--- src/rtl/vlb_reg_slave.sv ---
// vlb_reg_slave
//   Three-register slave behind a valid/ready request/response port.
//   Registers:
//     VOL_ADDR  : 32-bit volatile counter, host RW, decremented by hw_dec while
//                 ctrl.en is set, saturating at 0.
//     DATA_ADDR : plain 32-bit RW register, mirrored on data_out.
//     CTRL_ADDR : bit0 en (RW), bit1 irq_en (RW), bit2 reload (write-1 action,
//                 reads 0), bit8 zero (sticky, W1C). Other bits read 0.
//
//   Handshake: a channel transfers on the rising edge where valid && ready are
//   both 1. The host keeps valid and its payload stable until that edge; the
//   slave holds rsp_valid/rsp_rdata/rsp_err stable until rsp_ready is seen.
//
//   Ports:
//     clk, rst_n                 clock, synchronous active-low reset
//     req_valid/ready/write/addr/wdata   request channel
//     rsp_valid/ready/rdata/err  response channel (err = unmapped address)
//     hw_dec                     hardware decrement pulse for the volatile reg
//     data_out                   current data register value
//     irq                        ctrl.irq_en & ctrl.zero
//     dbg_state                  current FSM state (IDLE=0, ACCESS=1, RESP=2)
module vlb_reg_slave #(
    parameter logic [31:0] VOL_RST_VAL = 32'd44,
    parameter logic [31:0] VOL_ADDR    = 32'h0000_0004,
    parameter logic [31:0] DATA_ADDR   = 32'h0000_0008,
    parameter logic [31:0] CTRL_ADDR   = 32'h0000_000c
) (
    input  logic        clk,
    input  logic        rst_n,
    input  logic        req_valid,
    output logic        req_ready,
    input  logic        req_write,
    input  logic [31:0] req_addr,
    input  logic [31:0] req_wdata,
    output logic        rsp_valid,
    input  logic        rsp_ready,
    output logic [31:0] rsp_rdata,
    output logic        rsp_err,
    input  logic        hw_dec,
    output logic [31:0] data_out,
    output logic        irq,
    output logic [1:0]  dbg_state
);

    typedef enum logic [1:0] {
        ST_IDLE   = 2'd0,
        ST_ACCESS = 2'd1,
        ST_RESP   = 2'd2
    } state_t;

    state_t      state_q, state_d;
    logic        wr_q, wr_d;
    logic [31:0] addr_q, addr_d;
    logic [31:0] wdata_q, wdata_d;
    logic [31:0] vol_q, vol_d;
    logic [31:0] data_q, data_d;
    logic        en_q, en_d;
    logic        irq_en_q, irq_en_d;
    logic        zero_q, zero_d;
    logic [31:0] rdata_q, rdata_d;
    logic        err_q, err_d;

    logic        vol_hit, data_hit, ctrl_hit;
    logic        do_write, vol_load, dec_fire, zero_set;
    logic [31:0] ctrl_word;

    always_comb begin
        state_d  = state_q;
        wr_d     = wr_q;
        addr_d   = addr_q;
        wdata_d  = wdata_q;
        vol_d    = vol_q;
        data_d   = data_q;
        en_d     = en_q;
        irq_en_d = irq_en_q;
        zero_d   = zero_q;
        rdata_d  = rdata_q;
        err_d    = err_q;

        // Full 32-bit compare: misaligned addresses simply miss every register.
        vol_hit   = (addr_q == VOL_ADDR);
        data_hit  = (addr_q == DATA_ADDR);
        ctrl_hit  = (addr_q == CTRL_ADDR);
        ctrl_word = {23'd0, zero_q, 5'd0, 1'b0, irq_en_q, en_q};
        do_write  = (state_q == ST_ACCESS) && wr_q;

        case (state_q)
            ST_IDLE: begin
                if (req_valid) begin
                    wr_d    = req_write;
                    addr_d  = req_addr;
                    wdata_d = req_wdata;
                    state_d = ST_ACCESS;
                end
            end
            ST_ACCESS: begin
                // Read data is the register value before this cycle's update.
                rdata_d = 32'd0;
                err_d   = !(vol_hit || data_hit || ctrl_hit);
                if (!wr_q) begin
                    if (vol_hit)       rdata_d = vol_q;
                    else if (data_hit) rdata_d = data_q;
                    else if (ctrl_hit) rdata_d = ctrl_word;
                end
                state_d = ST_RESP;
            end
            ST_RESP: begin
                if (rsp_ready) begin
                    rdata_d = 32'd0;
                    err_d   = 1'b0;
                    state_d = ST_IDLE;
                end
            end
            default: state_d = ST_IDLE;
        endcase

        // A host load (direct write or reload) overrides a same-cycle decrement.
        vol_load = do_write && (vol_hit || (ctrl_hit && wdata_q[2]));
        dec_fire = en_q && hw_dec && (vol_q != 32'd0);
        zero_set = dec_fire && !vol_load && (vol_q == 32'd1);

        if (vol_load) begin
            vol_d = vol_hit ? wdata_q : VOL_RST_VAL;
        end else if (dec_fire) begin
            vol_d = vol_q - 32'd1;
        end

        if (do_write && data_hit) begin
            data_d = wdata_q;
        end

        if (do_write && ctrl_hit) begin
            en_d     = wdata_q[0];
            irq_en_d = wdata_q[1];
            if (wdata_q[8]) zero_d = 1'b0;
        end

        // Set beats a coincident W1C clear.
        if (zero_set) begin
            zero_d = 1'b1;
        end
    end

    always_ff @(posedge clk) begin
        if (!rst_n) begin
            state_q  <= ST_IDLE;
            wr_q     <= 1'b0;
            addr_q   <= 32'd0;
            wdata_q  <= 32'd0;
            vol_q    <= VOL_RST_VAL;
            data_q   <= 32'd0;
            en_q     <= 1'b0;
            irq_en_q <= 1'b0;
            zero_q   <= 1'b0;
            rdata_q  <= 32'd0;
            err_q    <= 1'b0;
        end else begin
            state_q  <= state_d;
            wr_q     <= wr_d;
            addr_q   <= addr_d;
            wdata_q  <= wdata_d;
            vol_q    <= vol_d;
            data_q   <= data_d;
            en_q     <= en_d;
            irq_en_q <= irq_en_d;
            zero_q   <= zero_d;
            rdata_q  <= rdata_d;
            err_q    <= err_d;
        end
    end

    assign req_ready = (state_q == ST_IDLE);
    assign rsp_valid = (state_q == ST_RESP);
    assign rsp_rdata = rdata_q;
    assign rsp_err   = err_q;
    assign data_out  = data_q;
    assign irq       = irq_en_q && zero_q;
    assign dbg_state = state_q;

endmodule

--- config.mk ---
export PLATFORM = sky130hd
export DESIGN_NAME = vlb_reg_slave
export DESIGN_NICKNAME = d
export VERILOG_FILES = /design/src/rtl/vlb_reg_slave.sv
export SDC_FILE = /design/constraint.sdc
export NUM_CORES = 1
export LEC_CHECK = 0
export ABC_AREA = 1
export ABC_CLOCK_PERIOD_IN_PS = 3500
export BUFFER_PORTS_ARGS = -buffer_cell sky130_fd_sc_hd__buf_4
export CAP_MARGIN = 10
export CORE_UTILIZATION = 60
export DETAILED_ROUTE_END_ITERATION = 7
export MAX_ROUTING_LAYER = met4
export PLACE_DENSITY = 0.95
export SETUP_SLACK_MARGIN = 0.05
export SLEW_MARGIN = 20
export SYNTH_ARGS = -nofsm -noshare
export SYNTH_HDL_FRONTEND = slang
export SYNTH_SLANG_ARGS = --single-unit
--- constraint.sdc ---
create_clock -name clk -period 3.5 [get_ports clk]
set_input_delay 0.7 -clock clk [delete_from_list [all_inputs] [get_ports clk]]
set_output_delay 0.7 -clock clk [all_outputs]
set_load 0.02 [all_outputs]
==> out/metrics.json <==
{
  "critical_path": {
    "path_common_cell": "sky130_fd_sc_hd__nor2_1",
    "path_delay_family": "simple AND/OR/NAND/NOR gates",
    "critical-path-slowest-cell": "sky130_fd_sc_hd__nor3_2",
    "endpoint_class_of_the_critical_path": "flop",
    "crit_path_start_kind": "flop",
    "startpoint": "addr_q[14]",
    "critical_path.max_fanout": 46,
    "cp.required_ns": 3.79,
    "cp.buffers_inverters": 3,
    "r2r_start": "addr_q[14]",
    "crit_path_max_incr_delay_ns": 0.53,
    "timing.critical_path.cells": "nor2_1, nand2_1, nor2_1, inv_1, nor3_2, nand2_2, buf_4, nor2_8, inv_4, o21ai_0, a21oi_1",
    "critical_path_class": "reg -> reg",
    "cell_count_of_the_worst_reg_to_reg_path": 11,
    "critical_path_cell_count": 11,
    "cp-endpoint": "data_out[11]",
    "rr_endpoint": "data_out[11]",
    "r2r_setup_slack_ns": 0.90,
    "cp.arrival_ns": 2.89
  },
  "sta": {
    "grt_setup_unrepaired": "no",
    "fin_worst_skew_ns": 0.0117,
    "hold_violations_final": 0,
    "period_needed_ns": 2.60,
    "setup-tns-final_ns": 0,
    "max_clock_freq_ghz": 0.384,
    "relSlewSlack": 0.429,
    "fin_hold_ws_ns": 0.463,
    "tightestPinTransition_ns": 0.857,
    "min_period_over_period": 0.744,
    "setup_viol": 0,
    "slew_viol_final": 0,
    "final.setup.worst_slack_ns": 0.897
  },
  "grt": {
    "global_route.usage.met2": 0.569,
    "via_count_of_the_first_global_routing_pass": 7446,
    "grt_overflow": 0,
    "grt_usage": 0.356,
    "gr_util_met1": 0.407,
    "grt_max_degree": 101,
    "antenna_violations_before_repair": 0,
    "wire_length_of_the_first_global_routing_pass_um": 35300,
    "global_route_met3_usage": 0.0732,
    "globalRoute.busiestLayer": "met2"
  },
  "yosys": {
    "synth.cell_area_mm2": 0.00774,
    "synth.top_cells.by_area": "sky130_fd_sc_hd__dfxtp_1, sky130_fd_sc_hd__nand2_1, sky130_fd_sc_hd__nor2_1, sky130_fd_sc_hd__o21ai_0, sky130_fd_sc_hd__a21oi_1",
    "seq_area_frac_synth": 0.432,
    "synth.lib_cells_used.distinct": 34,
    "synth-edff-count": 0,
    "synth.yosys.warnings": 0,
    "ys.flop_type": "sky130_fd_sc_hd__dfxtp_1",
    "synthesis.nets": 1204,
    "yosys.cell_count.top_type": "sky130_fd_sc_hd__nand2_1",
    "synth_seq_cells": 167,
    "postSynthCellCount": 1131,
    "synthArstFlopShare": 0,
    "netlist.area_leader.share": 0.432,
    "synth_largest_area_cell": "sky130_fd_sc_hd__dfxtp_1",
    "synth_top_cells_by_count": "sky130_fd_sc_hd__nand2_1, sky130_fd_sc_hd__nor2_1, sky130_fd_sc_hd__dfxtp_1",
    "synth_area_per_cell_um2": 6.85
  },
  "power_and_ir_drop": {
    "power.static_leakage_uw": 0.00414,
    "p_per_area_mw_per_mm2": 455,
    "worst_ir_drop_vdd_uv": 326
  },
  "detailed_routing": {
    "route.detailed.drc": 0,
    "avgViaCountPerCell": 5.70,
    "routedWlPerCell_um": 15.9,
    "ant_nets": 0,
    "route.vias.total": 8112,
    "drt_pass1_iterations": 8,
    "drt_iter0_markers": 731,
    "drt-total-wl_um": 22600
  },
  "clock_network": {
    "tritoncts": "built",
    "post_cts_resize_count": 0,
    "cts_inserted_buffers": 17,
    "post_cts.repair.setup_buffers": 0,
    "cts_max_path_buffers": 2,
    "root_buf_cell": "sky130_fd_sc_hd__clkbuf_16",
    "h_tree_depth": 4,
    "path_clk_slew_ns": 0.06,
    "clock_insertion_delay_worst_skew_ns": 0.43,
    "cts_sinks": 167,
    "hold_buffers": 0
  },
  "placement": {
    "hpwlAfterDp_um": 15300,
    "post_place_setup_slack_ns": 1.06,
    "postPlaceCellArea_mm2": 0.00879,
    "io_buffers": 139,
    "finalWeightedCongestion": 0.996
  },
  "layout": {
    "final_area_mm2": 0.00941,
    "syn2layout_area_growth_pct": 21.5,
    "finish.net_count": 1310,
    "layout-drive-gt1-share": 0.165
  },
  "run_status": {
    "outcome": "completed"
  },
  "die": {
    "die-area_mm2": 0.0134,
    "die-height_um": 116,
    "initial_utilization": 0.614,
    "die_w_um": 116,
    "rows": 41,
    "ios": 140,
    "core_region_area_mm2": 0.0126
  },
  "worst_hold_path": {
    "min-delay-path-class": "reg -> reg",
    "holdCritStartpoint": "rsp_rdata[25]"
  },
  "flow_run": {
    "cap_violations": 0
  }
}
## how the worst min path moves through the flow
stage                     to  slack [ns]  depth (start not counted)
2_1_floorplan   data_out[16]        0.44                          2
3_3_place_gp   rsp_rdata[30]        0.46                          2
3_5_place_dp   rsp_rdata[25]        0.46                          2
4_1_cts        rsp_rdata[25]        0.46                          2
5_1_grt        rsp_rdata[25]        0.47                          2
6_report       rsp_rdata[25]        0.46                          2
## cell type report
type / count / area, µm²
multi-input combinational: 806 / 3750
timing repair buffer: 150 / 1130
clock inverter: 10 / 143
antenna: 1 / 2.50
clock buffer: 21 / 470
inverter: 95 / 359
fill: 954 / 3210
sequential: 167 / 3340
tap: 172 / 215
## through the flow
step	util	power [µW]	std cells
CTS	0.745	4290	1421
detailed placement	0.697	2370	1390
global placement	0.697	2360	1390
global route	0.745	4400	1421
finish	0.746	4290	1422
floorplan	-	2240	1131
## sequential cells by signal (all words and copies together), names as in the netlist, 2 cells and up
register,cells
addr_q,32
data_out,32
rsp_rdata,32
vol_q,32
wdata_q,32
dbg_state,2
## routing by layer
metal | wire length (µm) | vias up
li1 | - | 3883
met4 | 1020 | 0
met2 | 11000 | 429
met1 | 8600 | 3718
met5 | 0 | -
met3 | 1900 | 82
## tightest hold or removal path: cells and delay by family, from the launching register on
family          cells  cell delay [ns]
flops               1             0.31
simple gates        1             0.06
compound gates      1             0.05
## power by group
part / switching, µW / internal (µW)
sequential: 50.4 / 1970
combinational: 195 / 124
clock: 767 / 1180
## cells in the final DEF (no fill, tap or decap), types with 19 or more instances in the layout
master,count
sky130_fd_sc_hd__nand2_1,221
sky130_fd_sc_hd__nor2_1,204
sky130_fd_sc_hd__dfxtp_1,167
sky130_fd_sc_hd__buf_4,150
sky130_fd_sc_hd__o21ai_0,122
sky130_fd_sc_hd__a21oi_1,95
sky130_fd_sc_hd__inv_1,88
sky130_fd_sc_hd__nand3_1,57
sky130_fd_sc_hd__nand4_1,22
sky130_fd_sc_hd__o21ai_1,20
sky130_fd_sc_hd__o22ai_1,19
## cells by family after synthesis
kind of cell             share of synthesized area
buffers and inverters                       0.0848
AND/OR/NAND/NOR                              0.285
adder cells (fa/ha/maj)                    0.00485
AO/OA/AOI/OAI                                0.175
XOR/XNOR                                    0.0192
flip-flops                                   0.432
No activity file was read; power rests on OpenSTA's default activity.
